$ cat src/rtl/mat_frame_loader_pkg.sv
// Shared constants, state encoding and element type for the matrix frame loader.
//   W          element width (signed two's complement, stored bit-exact)
//   NA / NB    A (4x2) and B (2x2) element counts per frame, row-major
//   FRAME_LEN  total elements per frame
//   ST_LOAD / ST_FULL  loader FSM encoding
package mat_frame_loader_pkg;

  localparam int unsigned W         = 16;
  localparam int unsigned NA        = 8;
  localparam int unsigned NB        = 4;
  localparam int unsigned FRAME_LEN = NA + NB;
  localparam int unsigned IDX_W     = 4;

  localparam logic [0:0] ST_LOAD = 1'b0;
  localparam logic [0:0] ST_FULL = 1'b1;

  // Index of the final element of a frame (11).
  localparam logic [IDX_W-1:0] LAST_IDX = IDX_W'(FRAME_LEN - 1);

  typedef logic [W-1:0] elem_t;

  // True when the element at this index must be the one tagged in_last.
  function automatic logic is_frame_end(input logic [IDX_W-1:0] idx);
    return idx == LAST_IDX;
  endfunction

endpackage

$ cat src/rtl/mat_elem_regfile.sv
// Write-indexed element bank holding one A/B frame.
//   i_clk, i_rst     clock, asynchronous active-high reset
//   i_clr            synchronous clear of every entry (wins over a write)
//   i_we, i_widx     write enable and entry index (0..FRAME_LEN-1)
//   i_wdata          element to store
//   o_elems          all entries, registered, read out in parallel
module mat_elem_regfile
  import mat_frame_loader_pkg::*;
(
  input  logic                        i_clk,
  input  logic                        i_rst,
  input  logic                        i_clr,
  input  logic                        i_we,
  input  logic [IDX_W-1:0]            i_widx,
  input  elem_t                       i_wdata,
  output elem_t [FRAME_LEN-1:0]       o_elems
);

  elem_t [FRAME_LEN-1:0] r_elems;

  // One decoded enable per entry; an index outside the bank writes nothing.
  for (genvar gi = 0; gi < FRAME_LEN; gi++) begin : g_entry
    logic w_sel;
    assign w_sel = i_we && (i_widx == IDX_W'(gi));

    always_ff @(posedge i_clk or posedge i_rst) begin
      if (i_rst) begin
        r_elems[gi] <= '0;
      end else if (i_clr) begin
        r_elems[gi] <= '0;
      end else if (w_sel) begin
        r_elems[gi] <= i_wdata;
      end
    end
  end

  assign o_elems = r_elems;

endmodule

$ cat src/rtl/mat_frame_loader.sv
// Serial-to-parallel frame loader feeding the 4x2 x 2x2 signed matrix multiplier.
// Collects 8 A elements then 4 B elements over a valid/ready stream, checks the
// in_last framing, and holds the completed frame stable until out_ready.
//   i_clk, i_rst                 clock, asynchronous active-high reset
//   i_clear                      synchronous abort: drops partial/held frame, zeroes A/B
//   i_in_data/valid/last         element stream; o_in_ready accepts
//   o_a0..o_a7, o_b0..o_b3       registered operands (row-major)
//   o_out_valid, i_out_ready     frame handshake toward the product consumer
//   o_frame_err                  one-cycle pulse on a short or long frame
//   o_idx                        current element index 0..11
module mat_frame_loader
  import mat_frame_loader_pkg::*;
(
  input  logic             i_clk,
  input  logic             i_rst,
  input  logic             i_clear,
  input  logic [W-1:0]     i_in_data,
  input  logic             i_in_valid,
  input  logic             i_in_last,
  output logic             o_in_ready,
  output logic [W-1:0]     o_a0,
  output logic [W-1:0]     o_a1,
  output logic [W-1:0]     o_a2,
  output logic [W-1:0]     o_a3,
  output logic [W-1:0]     o_a4,
  output logic [W-1:0]     o_a5,
  output logic [W-1:0]     o_a6,
  output logic [W-1:0]     o_a7,
  output logic [W-1:0]     o_b0,
  output logic [W-1:0]     o_b1,
  output logic [W-1:0]     o_b2,
  output logic [W-1:0]     o_b3,
  output logic             o_out_valid,
  input  logic             i_out_ready,
  output logic             o_frame_err,
  output logic [IDX_W-1:0] o_idx
);

  logic [0:0]            r_state;
  logic [0:0]            w_state_nxt;
  logic [IDX_W-1:0]      r_idx;
  logic [IDX_W-1:0]      w_idx_nxt;
  logic                  r_frame_err;
  logic                  w_frame_err_nxt;

  logic                  w_in_ready;
  logic                  w_accept;
  logic                  w_at_end;
  logic                  w_good;
  logic                  w_bad;
  logic                  w_we;
  elem_t [FRAME_LEN-1:0] w_elems;

  // Ready is withheld while rst is asserted so nothing looks accepted during reset.
  assign w_in_ready = (r_state == ST_LOAD) && !i_rst;
  assign w_accept   = i_in_valid && w_in_ready;
  assign w_at_end   = is_frame_end(r_idx);

  // An element is well-framed when in_last coincides exactly with index 11.
  // Anything else is a short (early last) or long (missing last) frame.
  assign w_good = w_accept && (w_at_end == i_in_last);
  assign w_bad  = w_accept && (w_at_end != i_in_last);
  assign w_we   = w_good && !i_clear;

  always_comb begin
    w_state_nxt     = r_state;
    w_idx_nxt       = r_idx;
    w_frame_err_nxt = 1'b0;
    if (i_clear) begin
      w_state_nxt = ST_LOAD;
      w_idx_nxt   = '0;
    end else begin
      case (r_state)
        ST_LOAD: begin
          if (w_good && w_at_end) begin
            w_state_nxt = ST_FULL;
            w_idx_nxt   = '0;
          end else if (w_good) begin
            w_idx_nxt = r_idx + IDX_W'(1);
          end else if (w_bad) begin
            // Offending element is dropped; partial A/B contents are kept.
            w_idx_nxt       = '0;
            w_frame_err_nxt = 1'b1;
          end
        end
        ST_FULL: begin
          if (i_out_ready) begin
            w_state_nxt = ST_LOAD;
            w_idx_nxt   = '0;
          end
        end
        default: begin
          w_state_nxt = ST_LOAD;
          w_idx_nxt   = '0;
        end
      endcase
    end
  end

  always_ff @(posedge i_clk or posedge i_rst) begin
    if (i_rst) begin
      r_state     <= ST_LOAD;
      r_idx       <= '0;
      r_frame_err <= 1'b0;
    end else begin
      r_state     <= w_state_nxt;
      r_idx       <= w_idx_nxt;
      r_frame_err <= w_frame_err_nxt;
    end
  end

  mat_elem_regfile u_regfile (
    .i_clk   (i_clk),
    .i_rst   (i_rst),
    .i_clr   (i_clear),
    .i_we    (w_we),
    .i_widx  (r_idx),
    .i_wdata (i_in_data),
    .o_elems (w_elems)
  );

  assign o_in_ready  = w_in_ready;
  assign o_out_valid = (r_state == ST_FULL);
  assign o_frame_err = r_frame_err;
  assign o_idx       = r_idx;

  // Entries 0..7 are A (row-major 4x2), entries 8..11 are B (row-major 2x2).
  assign o_a0 = w_elems[0];
  assign o_a1 = w_elems[1];
  assign o_a2 = w_elems[2];
  assign o_a3 = w_elems[3];
  assign o_a4 = w_elems[4];
  assign o_a5 = w_elems[5];
  assign o_a6 = w_elems[6];
  assign o_a7 = w_elems[7];
  assign o_b0 = w_elems[NA + 0];
  assign o_b1 = w_elems[NA + 1];
  assign o_b2 = w_elems[NA + 2];
  assign o_b3 = w_elems[NA + 3];

endmodule
$ cat config.mk
export PLATFORM = sky130hd
export DESIGN_NAME = mat_frame_loader
export DESIGN_NICKNAME = d
export VERILOG_FILES = /design/src/rtl/mat_frame_loader_pkg.sv /design/src/rtl/mat_elem_regfile.sv /design/src/rtl/mat_frame_loader.sv
export SDC_FILE = /design/constraint.sdc
export NUM_CORES = 1
export LEC_CHECK = 0
export CAP_MARGIN = 20
export CORE_ASPECT_RATIO = 1.5
export CORE_MARGIN = 2
export CORE_UTILIZATION = 40
export DETAILED_ROUTE_END_ITERATION = 16
export PLACE_DENSITY = 0.67
export SYNTH_ARGS = -nofsm -noshare
export SYNTH_HDL_FRONTEND = slang
export SYNTH_HIERARCHICAL = 1
export SYNTH_SLANG_ARGS = --single-unit
$ cat constraint.sdc
create_clock -name i_clk -period 19.9 [get_ports i_clk]
set_clock_uncertainty 0.2 [all_clocks]
set_input_delay 2.985 -clock i_clk [delete_from_list [all_inputs] [get_ports i_clk]]
set_output_delay 2.985 -clock i_clk [all_outputs]
set_load 0.05 [all_outputs]
# After elaboration in Yosys (flattened, before gate mapping)
# Cells that the tools add are included.
# totals
word_cells	105
output_inout_bits	199
reg_bits	198
in_bits	22
# op_classes
n_reduce_logical	34
n_mux	39
eq_ne	15
add_sub_neg	1
n_bitwise	1
# op_table
cell	count
16-bit two-way mux	24
2-bit nonzero test	12
4-bit two-way mux	5
1-bit logical AND	18
4-bit by 3-bit == test with 1-bit output, second input constant	4
4-bit == test, second input constant	4
4-bit by 2-bit == test with 1-bit output, second input constant	2
1-bit two-way mux	8
4-bit case mux with 2 select lines	1
5-bit by 4-bit inequality test with 1-bit output, second input constant	1
4-bit by 1-bit adder with 4-bit output, second input constant	1
4-bit by 1-bit == test with 1-bit output, second input constant	1
4-bit logical NOT	1
3-bit inequality test, second input constant	1
1-bit logical NOT	2
1-bit case mux with 2 select lines	1
2-bit AND reduction	1
1-bit == test	1
1-bit inequality test	1
1-bit NOT	1

# Logic depth before layout (Yosys ltp)
# Gate-level depths: netlist of run 1.
# logic_depth
word_depth	9
depth_mapped	10
mapped_depth_nobuf	7

# Hierarchy
# The synthesis of run 1 kept the hierarchy.
# by_module_without_submodules
module	seq_area_each_um2	n_inst	area_per_inst_um2	cells_per_inst
mat_elem_regfile	4804.6	1	8524.4	668
mat_frame_loader	150.1	1	339.1	30

# Worst setup path after synthesis of run 1
# No wires, ideal clock.
# synth_timing
kind	input to output
startpoint	input i_rst
endpoint	output o_in_ready
cell_stages	1
required_time_ns	16.715
arrival_time_ns	3.630
slack_ns	13.085
path_buffers	0
cell_sequence	nor2_1
# synth_between
elab_chain_cells	2
# synth_lines
element	line_no	rtl
start, declared	mat_frame_loader.sv:15	input logic i_rst,
1-bit logical NOT (no source line)	n/a	
1-bit logical AND	mat_frame_loader.sv:55	assign w_in_ready = (r_state == ST_LOAD) && !i_rst;
end, declared	mat_frame_loader.sv:20	output logic o_in_ready,
# Every way passes these cells.

# Worst setup path in the final report of run 1
# Same ends and word-level chain as after synthesis.

==> metrics.csv, run 1 <==
metric;value;unit
post-synthesis cell type count;34;
RSZ-0062 raised after global routing;false;
hpwl dp;15700;um
Tcrit/Tclk final;0.386;
setup total negative slack;0;ps
Max Cap Violations;0;
EDFF count, synth;0;
Compound-Gate Fraction of Synth Area;0.00522;
Post-route DRC;0;
pin count of the biggest net entering global routing;122;
Ports;221;
global-route track usage on met1;0.261;
Arr. time, crit path;4500;ps
crit-path cells;clkdlybuf4s50_1 -> nor2_1 -> clkdlybuf4s50_1;
layout cells sized above 1;0.0591;
Clk Latency, worst-skew pair;440;ps
Synth async-reset ratio;1.00;
pwr dens;67.9;nW/um^2
antenna violations before repair;0;
Setup Buffers After CTS;0;
cell with the most instances after synthesis;nand2b_1;
Post-CTS Resized;0;
WL final;24500;um
final net count;907;
Synth Register Bits;198;
CTS hold repair buffers;0;
Top cell by count, worst path;clkdlybuf4s50_1;
maximum VDD drop;0.0627;mV
CTS root buf;clkbuf_16;
commonest cells in the synthesized netlist;nand2b_1, dfrtp_1, mux2i_1;
grt total ovfl;0;
post-synthesis instance total;698;
global routing's busiest layer;met2;
Final Hold Viols;0;
synthesized cell area;8860;um^2
highest-delay cell along the critical path;clkdlybuf4s50_1;
CTS tree;yes;
share of the synthesized area in the top cell type;0.559;
number of CTS-inserted buffers;17;
htree depth;4;
actual slew at the worst max-slew pin;1010;ps
row cnt;66;
synthesized net count;721;
CTS max path bufs;2;
wire length per cell;21.0;um
Post-Place Worst Slack;12220;ps
max_slew headroom;0.325;
initial drt markers;307;
RD Place Congestion;0.804;
die width;126;um
first-pass GRT wire length;37800;um
Final ANT Viol Nets;0;
chip height;186;um
antenna cells;0;
nature of the critical path startpoint;input port;
met2 Track Usage GR;0.365;
Synth Area in Adders;0.00141;
Layout area overhead;32.2;%
largest family of logic cells by synthesized area;multiplexers;
Synth Area in XOR/XNOR;0.000988;
via count;5733;
post-layout min period;7680;ps
Hold Path Class;reg2reg;
Top FF cell, synth;dfrtp_1;
Yosys top cell by area;dfrtp_1;
worst stage delay on the critical path;810;ps
met3 usage;0.0459;
Slew Viols, Final;0;
CP required;16720;ps
delay-heaviest family, CP;buffers and inverters;
Reg clk slew, reported paths;70;ps
Max Clock Freq;130;MHz
CP Capture Type;output pin;
vias in the first global route;5886;
die footprint;23400;um^2
Setup CP Type;in2out;
starting density of the core;0.408;
Buf/Inv on CP;2;
Finish-stage setup viols;0;
simple-gate share of the synthesized area;0.179;
first-pass iteration count of the detailed router;4;
Total GRT Usage;0.213;
clock sink count;198;
Mapped Avg Cell Area;12.7;um^2
Ys Warns;6;
leak pwr;6.07;nW
post-synthesis mux area share;0.218;
Core ar.;21700;um^2
register area share after synthesis;0.559;
Crit Path Max Fanout;5;
fin worst setup slack;12220;ps
DR vias/cell;4.90;
largest cells by area after synthesis;dfrtp_1, mux2i_1, nand2b_1, clkbuf_1, buf_6;
Buffers on Ports;220;
status;finished, final reports clean;
[worst register-to-register path: stages (launching register included)]
cell     delay [ps]
dfrtp_1         560
ha_1            310
and3b_1         210
xor2_1          160
nor2_1          170
and3b_1         320
and2_1          800
mux2i_1         280
[final timing paths]
kind                                        from                     end  slack [ps]  cells after the start
max reg2reg                             o_idx[0]  u_regfile/o_elems[134]       16810                      7
min reg2reg                u_regfile/o_elems[86]   u_regfile/o_elems[86]         340                      2
max                                        i_rst              o_in_ready       12220                      3
min                        u_regfile/o_elems[86]   u_regfile/o_elems[86]         340                      2
max in group asynchronous                  i_rst  u_regfile/o_elems[171]       15280                      4
min in group asynchronous                  i_rst                o_idx[3]        2800                      2
[state kept, by name, indices dropped and copies added (netlist names)]
name	count
o_frame_err	1
o_idx	4
o_out_valid	1
u_regfile/o_elems	192
[per-layer routing]
metal,routed length [um],vias up,share of wire
met5,0,-,0
met4,800,0,0.033
met3,937,33,0.038
met2,12800,151,0.52
li1,-,2673,-
met1,9980,2876,0.41
[power by group]
part	internal (mW)	total [mW]	leakage [nW]	switching, mW
Sequential	0.403	0.404	2.77	0.000954
Clock	0.187	0.346	0.279	0.159
Combinational	0.0152	0.0457	3.02	0.0305
[placed cells by master (no fill, tap or decap), drive strengths merged]
master         count
a21o               1
clkinv             5
nand3              5
buf                4
mux2i            192
ha                 1
nor3               1
nand2              9
a22o               1
inv                6
and3b              3
nor4               1
clkinvlp           2
nor3b              2
a211oi             2
a21oi              1
or4b               1
clkbuf            19
and2               2
and2b              3
xor2               1
or2b               1
clkdlybuf4s50    219
dfrtp            198
or3b               1
mux2               1
bufinv             2
a221o              1
nor2               3
nand2b           209
[through the flow]
stage / instances / total power, mW / utilization / instance area [um^2] / hold WS (ps)
5_1_grt: 1169 / 0.823 / 0.540 / 11700 / 360
3_3_place_gp: 1136 / 0.458 / 0.512 / 11100 / 327
6_report: 1169 / 0.796 / 0.540 / 11700 / 344
2_1_floorplan: 698 / 0.441 / - / 8860 / 577
4_1_cts: 1168 / 0.805 / 0.538 / 11700 / 345
3_5_place_dp: 1136 / 0.458 / 0.512 / 11100 / 330
[logic make-up (layout without fill, tap and decap cells)]
logic type	Yosys count	count (layout)
buffers and inverters	58	257
and+or+nand+nor	241	241
xor gates and xnor gates	1	1
AOI/OAI and AO/OA	6	6
muxes	193	193
adders and majority gates	1	1
DFF	198	198
[cell type report]
type,instances,area [um^2]
Fill cell,1901,10000
Sequential cell,198,4950
Multi-Input combinational cell,442,3590
Timing Repair Buffer,223,2240
Clock buffer,19,433
Tap cell,272,340
Clock inverter,13,146
Inverter,2,15.0
Power figures use the tool's default switching activity.
==> run 2, diff against run 1 <==
- PLACE_DENSITY: 0.67 -> 0.7
- clock period: 19.9 -> 6.38 ns (I/O delays scaled with it)
==> run 2 against run 1 <==
Worst setup slack got worse by 9400 ps. Final cell count unchanged. Routed wire length increased by 0.97%. Sequential share of layout area about the same. Utilization increased by 0.063 points. Sequential power increased to 3.1 times the previous value. Highest routed layer unchanged. Non-clock buffer count unchanged. Clock-buffer cell count decreased by 1. Global-route usage increased by 0.24 points. Register-to-register slack got worse by 13000 ps.
==> metrics.csv, run 2 (synthesis gave the netlist of run 1 again) <==
metric;value;unit
switching share of power;0.237;
Finish-stage setup viols;0;
pwr dens;215;nW/um^2
first-pass iteration count of the detailed router;4;
Internal Power;1.93;mW
die width;126;um
die footprint;23400;um^2
Setup CP Type;in2out;
number of CTS-inserted buffers;17;
max reg flops;192;
Clk Latency, worst-skew pair;440;ps
Ports;221;
first-pass GRT wire length;38100;um
fin worst setup slack;2820;ps
antenna violations before repair;0;
Reg clk slew, reported paths;70;ps
CTS hold repair buffers;0;
Buffers on Ports;220;
reg2reg setup slack;3310;ps
maximum VDD drop;0.186;mV
nature of the critical path startpoint;input port;
CTS root buf;clkbuf_16;
Non-Filler Instances;1169;
grt total ovfl;0;
clock power share;0.444;
starting density of the core;0.408;
hpwl dp;15800;um
final net count;907;
hold_ws;340;ps
vias in the first global route;5933;
via count;5753;
htree depth;4;
Gate power share;0.057;
WL final;24800;um
Hold Path Class;reg2reg;
CTS max path bufs;2;
Post-CTS Resized;0;
Final Hold Viols;0;
DR vias/cell;4.92;
CP required;5220;ps
Cells after DPL;1137;
Layout area overhead;32.4;%
Post-route DRC;0;
pin count of the biggest net entering global routing;113;
Core ar.;21700;um^2
post-layout min period;3560;ps
layout cells sized above 1;0.0602;
antenna cells;0;
chip height;186;um
Max Clock Freq;281;MHz
Crit Path Max Fanout;5;
Post-Place Worst Slack;2510;ps
Slew Viols, Final;0;
Flop pwr share;0.499;
setup total negative slack;0;ps
CTS tree;yes;
Max Cap Violations;0;
actual slew at the worst max-slew pin;949;ps
clock sink count;198;
most frequent cells in the layout;clkdlybuf4s50_1, nand2b_1, dfrtp_1;
CP Capture Type;output pin;
Sw Pwr;0.598;mW
Arr. time, crit path;2410;ps
Setup Buffers After CTS;0;
Tcrit/Tclk final;0.559;
RSZ-0062 raised after global routing;false;
row cnt;66;
status;finished, final reports clean;
RD Place Congestion;0.794;
wire length per cell;21.2;um
initial drt markers;377;
Final ANT Viol Nets;0;
Total GRT Usage;0.216;
commonest non-fill, non-tap cell in the layout;clkdlybuf4s50_1;
leak pwr;6.07;nW
max_slew headroom;0.366;
==> run 2: power groups by stage <==
stage	Combinational [mW]	Sequential, mW	Clock [mW]
final	0.143	1.26	1.12
after global routing	0.154	1.26	1.19
after CTS	0.147	1.26	1.15
after detailed placement	0.146	1.28	0
after global placement	0.147	1.28	0
after floorplan	0.0804	1.29	0
==> run 2: final timing paths <==
| kind | start | to | cells past startpoint |
|---|---|---|---|
| worst min-delay path | u_regfile/o_elems[136] | u_regfile/o_elems[136] | 2 |
| max in group asynchronous | i_rst | u_regfile/o_elems[8] | 3 |
| worst max-delay path | i_rst | o_in_ready | 3 |
| min in group asynchronous | i_rst | o_idx[2] | 2 |
| worst max register to register | o_idx[0] | u_regfile/o_elems[137] | 7 |
| worst min register to register | u_regfile/o_elems[136] | u_regfile/o_elems[136] | 2 |
==> run 2: layer usage <==
metal	GRT usage	vias to the layer above	share of wire
li1	-	2664	-
met1	0.263	2908	0.40
met2	0.377	147	0.53
met3	0.0399	34	0.038
met4	0.0833	0	0.030
met5	0	-	0
==> run 2: stage by stage <==
stage / utilization / power [mW] / instance area, um^2
4_1_cts: 0.540 / 2.55 / 11700
6_report: 0.540 / 2.52 / 11700
2_1_floorplan: - / 1.38 / 8870
5_1_grt: 0.540 / 2.60 / 11700
3_3_place_gp: 0.512 / 1.43 / 11100
3_5_place_dp: 0.512 / 1.43 / 11100
==> run 2: final cells by class <==
type,count,area (um^2)
fillers,1892,9990
flip-flops and latches,198,4950
multi-input cells,442,3590
repair buffers,223,2230
clock buffers,18,429
well taps,272,340
clock inverters,14,175
inverters,2,11.3
==> run 2: critical path, stage by stage <==
cell             delay, ps
clkdlybuf4s50_1        510
nor2_1                 130
clkdlybuf4s50_1        810
